==> config.mk <==
export PLATFORM = sky130hd
export DESIGN_NAME = vga_frame_scanner
export DESIGN_NICKNAME = d
export VERILOG_FILES = /design/src/rtl/vga_timing_pkg.sv /design/src/rtl/vga_axis_counter.sv /design/src/rtl/vga_frame_scanner.sv
export SDC_FILE = /design/constraint.sdc
export NUM_CORES = 1
export LEC_CHECK = 0
export ABC_AREA = 1
export CORE_MARGIN = 3
export CORE_UTILIZATION = 37
export CTS_BUF_LIST = sky130_fd_sc_hd__clkbuf_16
export CTS_CLUSTER_SIZE = 8
export DETAILED_ROUTE_END_ITERATION = 7
export PLACE_DENSITY = 0.87
export RECOVER_POWER = 100
export SYNTH_ARGS = -nofsm -noshare
export SYNTH_HDL_FRONTEND = slang
export SYNTH_SLANG_ARGS = --single-unit
==> constraint.sdc <==
create_clock -name PixelClk -period 1.3 [get_ports PixelClk]
set_clock_uncertainty 0.05 [all_clocks]
set_input_delay 0.195 -clock PixelClk [delete_from_list [all_inputs] [get_ports PixelClk]]
set_output_delay 0.195 -clock PixelClk [all_outputs]
set_load 0.01 [all_outputs]
==> src/rtl/vga_timing_pkg.sv <==
// vga_timing_pkg: 640x480@60 raster constants, game states and the
// default palette shared by the frame scanner and its axis counters.
package vga_timing_pkg;

  localparam int VGA_H_ACTIVE = 640;
  localparam int VGA_H_FP     = 16;
  localparam int VGA_H_SYNC   = 96;
  localparam int VGA_H_BP     = 48;
  localparam int VGA_H_TOTAL  =
    VGA_H_ACTIVE + VGA_H_FP + VGA_H_SYNC + VGA_H_BP;

  localparam int VGA_V_ACTIVE = 480;
  localparam int VGA_V_FP     = 10;
  localparam int VGA_V_SYNC   = 2;
  localparam int VGA_V_BP     = 33;
  localparam int VGA_V_TOTAL  =
    VGA_V_ACTIVE + VGA_V_FP + VGA_V_SYNC + VGA_V_BP;

  typedef enum logic [1:0] {
    BOOT = 2'b00,
    RUN  = 2'b01,
    OVER = 2'b10,
    RSVD = 2'b11
  } game_state_t;

  localparam logic [11:0] PAL_BG    = 12'hFFF;
  localparam logic [11:0] PAL_GREY  = 12'h535;
  localparam logic [11:0] PAL_WHITE = 12'hFFF;

  // Only the running and game-over screens draw anything.
  function automatic logic shows_colour(game_state_t gs);
    return (gs == RUN) || (gs == OVER);
  endfunction

endpackage

==> src/rtl/vga_axis_counter.sv <==
// vga_axis_counter: one raster axis (active, front porch, sync, back porch).
// Ports: clk_i, rst_i (sync, high), en_i step enable; cnt_o position,
// wrap_o (en_i on last count), sync_n_o (active-low sync), active_o.
module vga_axis_counter #(
  parameter int ACTIVE = 640,
  parameter int FP     = 16,
  parameter int SYNC   = 96,
  parameter int BP     = 48,
  parameter int TOTAL  = ACTIVE + FP + SYNC + BP,
  parameter int W      = $clog2(TOTAL + 1)
) (
  input  logic         clk_i,
  input  logic         rst_i,
  input  logic         en_i,
  output logic [W-1:0] cnt_o,
  output logic         wrap_o,
  output logic         sync_n_o,
  output logic         active_o
);

  localparam logic [W-1:0] LAST  = W'(TOTAL - 1);
  localparam logic [W-1:0] ACT   = W'(ACTIVE);
  localparam logic [W-1:0] S_BEG = W'(ACTIVE + FP);
  localparam logic [W-1:0] S_END = W'(ACTIVE + FP + SYNC);

  logic [W-1:0] cnt_q;
  logic [W-1:0] cnt_d;

  always_comb begin
    cnt_d = cnt_q;
    if (en_i) begin
      cnt_d = (cnt_q == LAST) ? '0 : cnt_q + 1'b1;
    end
  end

  always_ff @(posedge clk_i) begin
    if (rst_i) begin
      cnt_q <= '0;
    end else begin
      cnt_q <= cnt_d;
    end
  end

  assign cnt_o    = cnt_q;
  assign wrap_o   = en_i && (cnt_q == LAST);
  assign sync_n_o = !((cnt_q >= S_BEG) && (cnt_q < S_END));
  assign active_o = cnt_q < ACT;

endmodule

==> src/rtl/vga_frame_scanner.sv <==
// vga_frame_scanner: raster scan, delegate query, registered RGB/sync.
// Ports: PixelClk, rst (sync, high), gameState, inGrey/inWhite (same-cycle
// delegate answers); vgaX/vgaY query position; frameTick, inDisplay,
// hsync/vsync (active-low), rgb -- all registered, aligned to one pixel.
// Build option NIGHT_MODE_EN adds nightMode input, latched per frame.
module vga_frame_scanner
  import vga_timing_pkg::*;
#(
  parameter int          H_ACTIVE    = VGA_H_ACTIVE,
  parameter int          H_FP        = VGA_H_FP,
  parameter int          H_SYNC      = VGA_H_SYNC,
  parameter int          H_BP        = VGA_H_BP,
  parameter int          V_ACTIVE    = VGA_V_ACTIVE,
  parameter int          V_FP        = VGA_V_FP,
  parameter int          V_SYNC      = VGA_V_SYNC,
  parameter int          V_BP        = VGA_V_BP,
  parameter logic [11:0] COLOR_BG    = PAL_BG,
  parameter logic [11:0] COLOR_GREY  = PAL_GREY,
  parameter logic [11:0] COLOR_WHITE = PAL_WHITE
) (
  input  logic        PixelClk,
  input  logic        rst,
  input  logic [1:0]  gameState,
  input  logic        inGrey,
  input  logic        inWhite,
`ifdef NIGHT_MODE_EN
  input  logic        nightMode,
`endif
  output logic [31:0] vgaX,
  output logic [31:0] vgaY,
  output logic        frameTick,
  output logic        inDisplay,
  output logic        hsync,
  output logic        vsync,
  output logic [11:0] rgb
);

  localparam int H_TOTAL = H_ACTIVE + H_FP + H_SYNC + H_BP;
  localparam int V_TOTAL = V_ACTIVE + V_FP + V_SYNC + V_BP;
  localparam int HW      = $clog2(H_TOTAL + 1);
  localparam int VW      = $clog2(V_TOTAL + 1);
  localparam logic [VW-1:0] V_LAST_ACT = VW'(V_ACTIVE - 1);

  logic [HW-1:0] h_cnt;
  logic          h_wrap;
  logic          h_sync_n;
  logic          h_act;
  logic [VW-1:0] v_cnt;
  logic          v_wrap_unused;
  logic          v_sync_n;
  logic          v_act;

  vga_axis_counter #(
    .ACTIVE(H_ACTIVE), .FP(H_FP), .SYNC(H_SYNC), .BP(H_BP), .W(HW)
  ) u_h (
    .clk_i   (PixelClk),
    .rst_i   (rst),
    .en_i    (1'b1),
    .cnt_o   (h_cnt),
    .wrap_o  (h_wrap),
    .sync_n_o(h_sync_n),
    .active_o(h_act)
  );

  vga_axis_counter #(
    .ACTIVE(V_ACTIVE), .FP(V_FP), .SYNC(V_SYNC), .BP(V_BP), .W(VW)
  ) u_v (
    .clk_i   (PixelClk),
    .rst_i   (rst),
    .en_i    (h_wrap),
    .cnt_o   (v_cnt),
    .wrap_o  (v_wrap_unused),
    .sync_n_o(v_sync_n),
    .active_o(v_act)
  );

  assign vgaX = 32'(h_cnt);
  assign vgaY = 32'(v_cnt);

  game_state_t gs;
  logic        vis;
  logic        night;
  logic        tick_d;
  logic [11:0] rgb_d;

  logic        tick_q;
  logic        disp_q;
  logic        hs_q;
  logic        vs_q;
  logic [11:0] rgb_q;

  assign gs  = game_state_t'(gameState);
  assign vis = h_act && v_act;

  // Last pixel of the last visible line: the registered pulse then
  // lands on the first vblank cycle.
  assign tick_d = h_wrap && (v_cnt == V_LAST_ACT);

`ifdef NIGHT_MODE_EN
  logic night_q;

  // Sampled only on the tick so a frame never switches mode midway.
  always_ff @(posedge PixelClk) begin
    if (rst) begin
      night_q <= 1'b0;
    end else if (tick_q) begin
      night_q <= nightMode;
    end
  end

  assign night = night_q;
`else
  assign night = 1'b0;
`endif

  always_comb begin
    rgb_d = '0;
    if (vis && shows_colour(gs)) begin
      if (inGrey) begin
        rgb_d = COLOR_GREY;
      end else if (inWhite) begin
        rgb_d = COLOR_WHITE;
      end else begin
        rgb_d = COLOR_BG;
      end
    end
    if (night && (rgb_d != '0)) begin
      rgb_d = ~rgb_d;
    end
  end

  always_ff @(posedge PixelClk) begin
    if (rst) begin
      tick_q <= 1'b0;
      disp_q <= 1'b0;
      hs_q   <= 1'b1;
      vs_q   <= 1'b1;
      rgb_q  <= '0;
    end else begin
      tick_q <= tick_d;
      disp_q <= vis;
      hs_q   <= h_sync_n;
      vs_q   <= v_sync_n;
      rgb_q  <= rgb_d;
    end
  end

  assign frameTick = tick_q;
  assign inDisplay = disp_q;
  assign hsync     = hs_q;
  assign vsync     = vs_q;
  assign rgb       = rgb_q;

endmodule

# Word level (Yosys, flattened, before mapping)
# Index checks and enable logic that the tools add are counted.
[classes]
n_addsub = 2
n_lt_le_gt_ge = 6
eq_ne = 5
muxes = 2
bitwise = 1
reduce_logical = 10
[ops]
columns = ["op", "n"]
rows = [
  ["10-bit by 1-bit adder with 10-bit output, second input constant", 2],
  ["10-bit equality test, second input constant", 2],
  ["10-bit less-than comparator, second input constant", 2],
  ["10-bit by 9-bit less-than comparator with 1-bit output, second input constant", 2],
  ["12-bit 2-to-1 mux", 1],
  ["10-bit by 9-bit equality test with 1-bit output, second input constant", 1],
  ["10-bit greater-or-equal comparator, second input constant", 1],
  ["10-bit by 9-bit greater-or-equal comparator with 1-bit output, second input constant", 1],
  ["10-bit 2-to-1 mux", 1],
  ["1-bit logical AND", 5],
  ["2-bit OR reduction", 2],
  ["2-bit by 1-bit equality test with 1-bit output, second input constant", 1],
  ["2-bit equality test, second input constant", 1],
  ["1-bit logical NOT", 2],
  ["1-bit logical OR", 1],
  ["1-bit inverter", 1],
]
[totals]
reg_bits = 36
in_bits = 6
word_cells = 33

# Longest topological paths before layout
[logic_depth]
depth_word = 5
mapped_depth = 9
depth_no_buf = 9

# By module
# A second synthesis with hierarchy kept.
[hier_totals]
cells_unflattened = 246
hier_area_um2 = 1760.4
[modules_own_cells]
columns = ["module", "instances", "cells_per_inst", "area_each_um2"]
rows = [
  ["vga_frame_scanner", 1, 85, 631.9],
  ["vga_axis_counter (u_h)", 1, 81, 571.8],
  ["vga_axis_counter (u_v)", 1, 80, 556.8],
]

# Least setup slack after synthesis
# OpenSTA, ideal clock, no wires.
[synth_path]
path_kind = "register -> register"
start = "register u_h.cnt_q[0], in the netlist u_h.cnt_o[0]"
end = "register u_v.cnt_q[1], in the netlist u_v.cnt_o[1]"
setup_ps = 121
arrival_time_ps = 1306
t_required_ps = 1129
slack_ps = -177
stages_incl_launch_ff = 8
n_path_buf = 1
synth_period_minus_slack_ps = 1477
path_cell_list = "dfxtp_1 > ha_1 > nand2_2 > nor2_4 > nand3_4 > nand2_4 > buf_6 > o22ai_2"
[synth_via]
elab_chain_len = 1
[synth_lines]
columns = ["element", "line", "source"]
rows = [
  ["start, declared", "vga_axis_counter.sv:26", "logic [W-1:0] cnt_q;"],
  ["start signal, assigned", "vga_axis_counter.sv:40", "cnt_q <= cnt_d;"],
  ["10-bit equality test", "vga_axis_counter.sv:45", "assign wrap_o = en_i && (cnt_q == LAST);"],
  ["end signal, assigned", "vga_axis_counter.sv:40", ""],
  ["end, declared", "vga_axis_counter.sv:26", ""],
]
# Every way passes these cells.
# A chain may end at the register's enable or synchronous reset.

# Worst setup path after layout
[layout_path]
start = "register u_h.cnt_q[0], in the netlist u_h.cnt_o[0]"
end = "register u_v.cnt_q[3], in the netlist u_v.cnt_o[3]"
# Same word-level chain as after synthesis.

==> impl_metrics.yaml <==
cells_and_area:
  fin_util_pct: 53.3
  multiInputGateArea_um2: 1000
  layout.nets: 325
  drive_gt1_share_pct: 27.1
  antenna_cells: 0
  ff_latch_area_um2: 539
  fillers: 399
  syn2layout_area_growth_pct: 33.5
route:
  antenna_left: 0
  vias_per_cell: 4.41
  met3_length_um: 256
  wl_per_cell_um: 11.5
  route.detailed.drc: 0
  drtPass1Iterations: 4
  drt_wl_total_mm: 4.35
  wl_met1_mm: 1.73
  top_layer: "met4"
  met2_length_mm: 2.26
  first_iter_violations: 103
  num_vias: 1673
synth:
  yosysSeqAreaShare_pct: 28.6
  post_synth_num_cell_types: 30
  yosysTopAreaCell: "dfxtp_1"
  netlist.area_leader.share_pct: 28.6
  syn_inst: 249
  synth.area.top_cells: "dfxtp_1 29%, buf_4 22%, nand2_1 8.9%, inv_1 5.4%, nor2_1 5.4%"
  synth_area_um2: 1820
  syn_avg_cell_area_um2: 7.32
  yosys_warnings: 0
  ys_seq_elements: 26
die:
  core_area_um2: 4560
  dieArea_um2: 5800
  start_util_pct: 39.9
  fp.dieW_um: 76.2
  core.rowCount: 24
  die_y_um: 76.2
  ios: 86
clock_network:
  cts_buffer_depth: 2
  path_clk_slew_ns: 0.07
  clockRootBuffer: "clkbuf_16"
  cts.sinks: 26
  clock_latency_ns: 0.26
  cts_tree: "done"
  htreeDepth: 1
  cts_made_buffers: 3
setup_path:
  path_class: "register to register"
  cp_max_fo: 8
  crit_arrival_ns: 1.57
  r2r_slack_ns: -0.12
  path_cells: "ha_4, nand4_1, nor2_4, nand2_1, nand2_1, inv_1, nor2_1"
  endpoint_kind: "register"
  required_ns: 1.45
  cpLargestDelayFamily: "simple AND/OR/NAND/NOR gates"
  path_common_cell: "nand2_1"
  worst-path-buf-inv: 1
  critPathLaunchType: "register"
  slowest_delay_ns: 0.36
  crit_slowest_cell: "dfxtp_4"
outcome:
  status: "finished with violations"
  violations: "setup timing"
sta:
  post-route-min-period_ns: 1.42
  rsz0062_at_grt: "yes"
  drv_slew: 0
  hold_viol: 0
  setup_ws_ns: -0.119
  finalCritPeriodShare_pct: 109
  max_freq_mhz: 705
  setup_violations: 20
power_and_ir_drop:
  leakage_nw: 1.18
  p_total_mw: 1.74
  ir_drop_mv: 0.387
  p_per_area_nw_per_um2: 714
global_route:
  grtUsageTotal_pct: 14.7
  grt_pass1_vias: 1624
  grt_max_degree: 15
  grt_pass1_wl_mm: 7.23
  antenna_found_initial: 0
  overflow: 0
placed_design:
  dp_hpwl_mm: 3.14
  gp_congestion: 0.905
  io_buffers: 40
job:
  max_cap_viol_count: 0
hold_path:
  hp-class: "input pin to register"
==> power breakdown <==
part	internal (mW)	total [mW]	switching [mW]	leakage, nW
logic	0.0855	0.225	0.139	0.924
registers	0.810	0.823	0.0129	0.217
clock network	0.412	0.688	0.277	0.0385
==> worst reg2reg max path: stages, from the launching register on <==
cell     delay [ns]
dfxtp_4        0.36
ha_4           0.15
nand4_1        0.20
nor2_4         0.29
nand2_1        0.09
nand2_1        0.08
inv_1          0.04
nor2_1         0.08
==> path summary, 6_finish.rpt <==
check | from | cells after the start | to
worst max register to register | u_h.cnt_o[0] | 7 | u_v.cnt_o[3]
worst min register to register | u_h.cnt_o[9] | 2 | u_h.cnt_o[9]
worst min-delay path | inGrey | 2 | rgb[9]
worst max-delay path | u_h.cnt_o[0] | 7 | u_v.cnt_o[3]
==> kinds of logic after synthesis <==
group / count (synthesis) / synth area share (%)
xor gates and xnor gates: 3 / 1.44
buffers and inverters: 85 / 29.1
adders and majority gates: 4 / 2.75
DFF: 26 / 28.6
and+or+nand+nor: 118 / 34.2
AOI/OAI and AO/OA: 12 / 3.71
other: 1 / 0.206
==> placed cells by master, fill, tap and decap left out, types with 2 or more instances in the layout <==
cell	count
nand3_1	11
nor2_4	5
clkbuf_16	3
nor3b_2	2
inv_2	7
nand2_4	3
o21ai_1	3
nand2_2	6
nand4_1	7
nor3_2	2
ha_1	2
ha_4	2
nor2_1	26
nor2_2	2
clkdlybuf4s50_1	4
dfxtp_2	9
conb_1	44
nand2_1	40
inv_1	22
dfxtp_1	15
dfxtp_4	2
a21oi_1	8
dlygate4sd2_1	35
nand3_2	4
buf_4	33
xor2_1	2
nor3_1	5
==> per-stage QoR <==
stage / setup slack, ns / hold slack (ns) / TNS (ns) / cell area (µm²) / cells
after CTS: -0.0389 / 0.432 / -0.453 / 2410 / 378
after floorplan: -0.0351 / 0.214 / -0.0995 / 2010 / 292
after detailed placement: -0.135 / 0.466 / -1.33 / 2260 / 365
final: -0.119 / 0.440 / -1.30 / 2430 / 379
after global placement: -0.102 / 0.461 / -1.17 / 2260 / 365
after global routing: -0.180 / 0.461 / -2.73 / 2430 / 379
==> cells in the mapped netlist, drive strengths merged <==
cell    count
nand3b      1
nor3b       2
dfxtp      26
inv        29
o22ai       1
nor4        2
nor3        8
ha          4
nand2      49
nand3      16
xnor2       1
conb        1
nand4       7
o21ai       3
xor2        2
buf        56
nor2       33
a21oi       8
==> repair_timing <==
| item | 4_1_cts | 5_1_grt |
|---|---|---|
| hold endpoints to repair | 0 | 0 |
| setup buffers | 9 | 3 |
| gates resized for setup | 55 | 8 |
| hold buffers | 0 | 0 |
| cloned | 0 | 0 |
| pin swaps | 18 | 14 |
| endpoints found under the setup margin | 55 | 23 |
==> area by class of cell <==
class | instances | area share [%]
Clock buffer | 3 | 3.09
Timing Repair Buffer | 74 | 25.7
Tap cell | 65 | 3.34
Multi-Input combinational cell | 181 | 41.1
Sequential cell | 26 | 22.2
Inverter | 29 | 4.48
Clock inverter | 1 | 0.154
==> layer usage <==
metal / vias to the layer above / global-route usage, %
met5: - / 0
met2: 71 / 26.7
met1: 768 / 17.2
met4: 0 / 5.80
met3: 13 / 2.36
li1: 821 / -
==> registers in the layout (all words and copies together), names as in the netlist <==
name,flops
u_h.cnt_o,10
u_v.cnt_o,10
rgb,2
frameTick,1
hsync,1
inDisplay,1
vsync,1
Note: power is estimated with default switching activity, not from simulation.
